File: src/rtl/mem_port_arbiter.sv
// Arbitrates a single shared memory port between instruction fetch and load/store.
// One access is in flight at a time; hung accesses are aborted after TIMEOUT busy cycles.
module mem_port_arbiter #(
    parameter int size       = 32,
    parameter int TIMEOUT    = 16,
    parameter int MAX_DGRANT = 4
) (
    input  logic            CLK,
    input  logic            RSTa,
    input  logic            if_req,
    input  logic [size-1:0] if_addr,
    output logic [size-1:0] if_rdata,
    output logic            if_valid,
    output logic            if_err,
    input  logic            d_req,
    input  logic            d_we,
    input  logic [size-1:0] d_addr,
    input  logic [size-1:0] d_wdata,
    output logic [size-1:0] d_rdata,
    output logic            d_valid,
    output logic            d_err,
    output logic            mem_req,
    output logic            mem_we,
    output logic [size-1:0] mem_addr,
    output logic [size-1:0] mem_wdata,
    input  logic [size-1:0] mem_rdata,
    input  logic            mem_ack,
    output logic            busy
);
    localparam int TO_W = $clog2(TIMEOUT + 1);
    localparam int DG_W = $clog2(MAX_DGRANT + 1);
    localparam logic [1:0] ST_IDLE = 2'd0;
    localparam logic [1:0] ST_IF   = 2'd1;
    localparam logic [1:0] ST_D    = 2'd2;
    localparam logic [TO_W-1:0] TO_LAST = TO_W'(TIMEOUT - 1);
    localparam logic [DG_W-1:0] DG_MAX  = DG_W'(MAX_DGRANT);

    logic [1:0]      state_q, state_d;
    logic [DG_W-1:0] dgrant_q, dgrant_d;
    logic [TO_W-1:0] to_q, to_d;
    logic            mem_req_q, mem_req_d;
    logic            mem_we_q, mem_we_d;
    logic [size-1:0] mem_addr_q, mem_addr_d;
    logic [size-1:0] mem_wdata_q, mem_wdata_d;
    logic [size-1:0] if_rdata_q, if_rdata_d;
    logic [size-1:0] d_rdata_q, d_rdata_d;
    logic            if_valid_q, if_valid_d;
    logic            if_err_q, if_err_d;
    logic            d_valid_q, d_valid_d;
    logic            d_err_q, d_err_d;
    logic            busy_q, busy_d;

    // A requester whose completion pulse is showing is still holding last access's req.
    logic if_elig_s, d_elig_s, d_win_s;
    assign if_elig_s = if_req & ~if_valid_q;
    assign d_elig_s  = d_req & ~d_valid_q;
    assign d_win_s   = d_elig_s & (~if_elig_s | (dgrant_q != DG_MAX));

    // Next-state logic: arbitration in IDLE, completion/abort/timeout counting in BUSY.
    always_comb begin
        state_d     = state_q;
        dgrant_d    = dgrant_q;
        to_d        = to_q;
        mem_req_d   = mem_req_q;
        mem_we_d    = mem_we_q;
        mem_addr_d  = mem_addr_q;
        mem_wdata_d = mem_wdata_q;
        if_rdata_d  = if_rdata_q;
        d_rdata_d   = d_rdata_q;
        if_valid_d  = 1'b0;
        if_err_d    = 1'b0;
        d_valid_d   = 1'b0;
        d_err_d     = 1'b0;
        case (state_q)
            ST_IDLE: begin
                if (d_win_s) begin
                    if (if_elig_s && (dgrant_q != DG_MAX)) begin
                        dgrant_d = dgrant_q + 1'b1;
                    end else begin
                        dgrant_d = dgrant_q;
                    end
                    state_d     = ST_D;
                    mem_req_d   = 1'b1;
                    mem_we_d    = d_we;
                    mem_addr_d  = d_addr;
                    mem_wdata_d = d_wdata;
                    to_d        = '0;
                end else if (if_elig_s) begin
                    dgrant_d   = '0;
                    state_d    = ST_IF;
                    mem_req_d  = 1'b1;
                    mem_we_d   = 1'b0;
                    mem_addr_d = if_addr;
                    to_d       = '0;
                end else begin
                    state_d = ST_IDLE;
                end
            end
            ST_IF, ST_D: begin
                if (mem_ack || (to_q == TO_LAST)) begin
                    state_d   = ST_IDLE;
                    mem_req_d = 1'b0;
                    mem_we_d  = 1'b0;
                    // On abort the port's read data is forced to zero alongside err.
                    if (state_q == ST_IF) begin
                        if_valid_d = 1'b1;
                        if_err_d   = ~mem_ack;
                        if_rdata_d = mem_ack ? mem_rdata : '0;
                    end else begin
                        d_valid_d = 1'b1;
                        d_err_d   = ~mem_ack;
                        if (!mem_ack) begin
                            d_rdata_d = '0;
                        end else if (!mem_we_q) begin
                            d_rdata_d = mem_rdata;
                        end else begin
                            d_rdata_d = d_rdata_q;
                        end
                    end
                end else begin
                    to_d = to_q + 1'b1;
                end
            end
            default: begin
                state_d   = ST_IDLE;
                mem_req_d = 1'b0;
                mem_we_d  = 1'b0;
            end
        endcase
        busy_d = (state_d != ST_IDLE);
    end

    // State and output registers, cleared asynchronously.
    always_ff @(posedge CLK or negedge RSTa) begin
        if (!RSTa) begin
            state_q     <= ST_IDLE;
            dgrant_q    <= '0;
            to_q        <= '0;
            mem_req_q   <= 1'b0;
            mem_we_q    <= 1'b0;
            mem_addr_q  <= '0;
            mem_wdata_q <= '0;
            if_rdata_q  <= '0;
            d_rdata_q   <= '0;
            if_valid_q  <= 1'b0;
            if_err_q    <= 1'b0;
            d_valid_q   <= 1'b0;
            d_err_q     <= 1'b0;
            busy_q      <= 1'b0;
        end else begin
            state_q     <= state_d;
            dgrant_q    <= dgrant_d;
            to_q        <= to_d;
            mem_req_q   <= mem_req_d;
            mem_we_q    <= mem_we_d;
            mem_addr_q  <= mem_addr_d;
            mem_wdata_q <= mem_wdata_d;
            if_rdata_q  <= if_rdata_d;
            d_rdata_q   <= d_rdata_d;
            if_valid_q  <= if_valid_d;
            if_err_q    <= if_err_d;
            d_valid_q   <= d_valid_d;
            d_err_q     <= d_err_d;
            busy_q      <= busy_d;
        end
    end

    assign if_rdata  = if_rdata_q;
    assign if_valid  = if_valid_q;
    assign if_err    = if_err_q;
    assign d_rdata   = d_rdata_q;
    assign d_valid   = d_valid_q;
    assign d_err     = d_err_q;
    assign mem_req   = mem_req_q;
    assign mem_we    = mem_we_q;
    assign mem_addr  = mem_addr_q;
    assign mem_wdata = mem_wdata_q;
    assign busy      = busy_q;
endmodule
File: config.mk
export PLATFORM = sky130hd
export DESIGN_NAME = mem_port_arbiter
export DESIGN_NICKNAME = d
export VERILOG_FILES = /design/src/rtl/mem_port_arbiter.sv
export SDC_FILE = /design/constraint.sdc
export NUM_CORES = 1
export LEC_CHECK = 0
export CAP_MARGIN = 20
export CORE_MARGIN = 8
export CORE_UTILIZATION = 30
export DETAILED_ROUTE_END_ITERATION = 8
export SLEW_MARGIN = 20
export SYNTH_ARGS = -nofsm -noshare
export SYNTH_HDL_FRONTEND = slang
export SYNTH_SLANG_ARGS = --single-unit
File: constraint.sdc
create_clock -name CLK -period 3.5 [get_ports CLK]
set_input_delay 0.7 -clock CLK [delete_from_list [all_inputs] [get_ports CLK]]
set_output_delay 0.7 -clock CLK [all_outputs]
set_load 0.02 [all_outputs]
==> results.md <==
- Status: complete, no violations
- Comb pwr share: 0.483
- Crit path launch type: primary input
- Synth cell types: 36
- Commonest non-fill, non-tap cells in the layout: 267 x clkdlybuf4s50_1, 145 x dfrtp_1, 64 x a22o_1
- M1 wire length: 7670 um
- CTS tree: yes
- Number of diodes: 0
- Total internal power: 5.82 mW
- Placed Cells: 945
- Number of routed nets with antenna violations: 0
- Syn avg cell area: 13.2 um2
- Die area: 24000 um2
- Worst setup margin: 1.19 ns
- Clock slew at the register clock pins of the worst setup and hold paths: 0.06 ns
- Grt ovf: 0
- # setup viols final: 0
- First-pass GRT wire length: 28300 um
- Starting Density: 0.307
- Boundary Pins: 269
- #FFs+latches synth: 145
- GPL Wtd Cong: 0.847
- Worst Path Max Fanout: 18
- Final Non-Filler Cells: 977
- Final hold slack: 0.355 ns
- Gr usage total: 0.150
- Clock Tree Buf Depth: 2
- Leakage: 4.11 nW
- Met2 WL: 8470 um
- Maxcap violations: 0
- Register area share after synthesis: 0.628
- Pre-CTS WS: 0.743 ns
- Vias in the first global route: 5027
- Seq pwr share: 0.314
- Fin. max-slew vios: 0
- Design Power: 9.20 mW
- Cell Pwr Density: 981 nW/um2
- Crit end category: flip-flop
- Via count of the routed design: 4522
- Yosys warning count: 0
- Minimum clock period: 2.31 ns
- Critical Path AT: 2.57 ns
- Antenna violations before repair: 0
- Total negative setup slack: 0 ns
- Row count: 50
- Final worst-path cycle share: 0.661
- Crit path buf inv count: 2
- Psw: 3.39 mW
- Slew margin rel.: 0.399
- Total CTS buffers: 17
- Commonest non-fill, non-tap cell in the layout: clkdlybuf4s50_1
- Req. time, crit path: 3.76 ns
- Slowest cell on crit path: clkdlybuf4s50_1
- Critical-path cell list: clkdlybuf4s50_1 > nand2b_4 > o21ai_4 > buf_4 > mux2i_1 > o21ai_0
- Number of remaining DRC errors: 0
- Chip width: 155 um
- R2r setup slk: 1.21 ns
- CP max stage delay: 0.52 ns
- Top Metal Used: met4
- Final hold violation count: 0
- Resized cells post-CTS: 0
- Wire length on met3: 1810 um
- Core ar.: 18800 um2
- Hold Crit Class: in2async
- Routed length per instance: 18.6 um
- DPL Wire Length: 13400 um
- Largest net degree at the start of global routing: 97
- Net Sw Frac: 0.368
- Share of cells above drive strength 1: 0.114
- Max Clk Rate: 432 MHz
- TritonCTS Sinks: 145
- Post-CTS Repair Setup Buffers: 0
- Final Skew: 0.00713 ns
- Kind of cell adding the most delay to the critical path: buffers and inverters
- Worst IR Drop VDD: 443 uV
- WS Path Type: in2reg
- RSZ-0062 raised after global routing: false
- Initial DRC Count: 123
- Root buffer cell: clkbuf_16
- Mapped Nets: 579
- Worst skew pair latency: 0.42 ns
- Clock power share: 0.202
- Via density: 4.63
- Port Buf Inserts: 268
- Hold_buf cts: 0
- Syn Inst Count: 438
- DR pass1 iterations: 4
- Max H-tree Level: 4
- Worst Tran Pin Value: 0.902 ns
- WL final: 18200 um
- Syn Std Cell Area: 5780 um2
- Die height: 155 um
- Area delta synth->final: 62.3%
- Final nets: 845
==> power groups by stage <==
stage          Clock [mW]  Sequential [mW]  Combinational, mW
5_1_grt              2.00             2.99               4.75
2_1_floorplan           0             3.77               1.46
3_5_place_dp            0             2.90               4.52
4_1_cts              1.92             2.89               4.53
6_report             1.86             2.89               4.45
3_3_place_gp            0             2.89               4.42
==> through the flow <==
stage,util,instance area [um2]
floorplan,-,5780
global placement,0.464,8750
detailed placement,0.466,8770
CTS,0.498,9380
global route,0.498,9380
finish,0.498,9380
==> registers in the layout, indices dropped and copies added, names as in the netlist, 2 cells and up <==
register,cells
state_q,2
to_q,5
d_rdata,32
mem_addr,32
dgrant_q,3
if_rdata,32
mem_wdata,32
==> synth_stat cells <==
| library cell | n | area share |
|---|---|---|
| or3_1 | 2 | 0.0022 |
| o21ai_1 | 4 | 0.0035 |
| nand2_1 | 41 | 0.027 |
| a32oi_1 | 1 | 0.0015 |
| mux2i_1 | 32 | 0.055 |
| a22o_1 | 64 | 0.097 |
| and2_1 | 1 | 0.0011 |
| inv_1 | 11 | 0.0071 |
| buf_4 | 4 | 0.0052 |
| nand3_1 | 3 | 0.0026 |
| dfrtp_1 | 145 | 0.63 |
| a21oi_1 | 3 | 0.0026 |
| a21o_1 | 2 | 0.0026 |
| and4b_1 | 1 | 0.0017 |
| buf_2 | 16 | 0.014 |
| clkbuf_1 | 9 | 0.0058 |
| nand2b_1 | 1 | 0.0011 |
| and2b_1 | 3 | 0.0039 |
| mux2_2 | 33 | 0.064 |
| o21ai_0 | 36 | 0.031 |
| o22ai_1 | 1 | 0.0011 |
| and4bb_2 | 1 | 0.0022 |
| o32ai_2 | 1 | 0.0028 |
| nor2b_1 | 1 | 0.0011 |
| o211ai_2 | 1 | 0.0022 |
| and3_1 | 1 | 0.0011 |
| nor3b_4 | 1 | 0.0032 |
| nand2b_4 | 1 | 0.0024 |
| nor3b_2 | 1 | 0.0022 |
| nor2_1 | 4 | 0.0026 |
| ha_1 | 7 | 0.015 |
| a32o_1 | 1 | 0.0017 |
| a31oi_1 | 2 | 0.0022 |
| nor3_1 | 1 | 0.00086 |
| nor4_1 | 1 | 0.0011 |
| o21bai_1 | 1 | 0.0013 |
==> layout make-up <==
cell class                 count  area [um2]
fill                        1653        9450
sequential                   145        3630
timing repair buffer         276        2770
multi-input combinational    253        2000
clock buffer                  20         457
tap                          260         325
clock inverter                12         156
inverter                      11        41.3
==> cell families after synthesis <==
logic type / share of synthesized area
flip-flops: 0.628
buffers and inverters: 0.0320
AO/OA/AOI/OAI: 0.150
AND/OR/NAND/NOR: 0.0558
multiplexers: 0.120
adder cells (fa/ha/maj): 0.0152
==> final timing paths <==
kind / end / from / cells past startpoint
min in group CLK: mem_addr[27]$_DFFE_PN0P_ / mem_addr[27]$_DFFE_PN0P_ / 2
worst min-delay path: mem_wdata[20]$_DFFE_PN0P_ / RSTa / 1
worst max-delay path: mem_addr[5]$_DFFE_PN0P_ / if_req / 6
worst min register to register: mem_addr[27]$_DFFE_PN0P_ / mem_addr[27]$_DFFE_PN0P_ / 2
worst max register to register: to_q[3]$_DFFE_PN0P_ / to_q[0]$_DFFE_PN0P_ / 7
max in group asynchronous: mem_addr[28]$_DFFE_PN0P_ / RSTa / 2
==> routing by layer <==
metal,up-vias,track usage
met3,18,0.0602
met4,0,0.0499
met5,-,0
met2,220,0.246
met1,2173,0.177
li1,2111,-
Note: power is estimated with default switching activity, not from simulation.
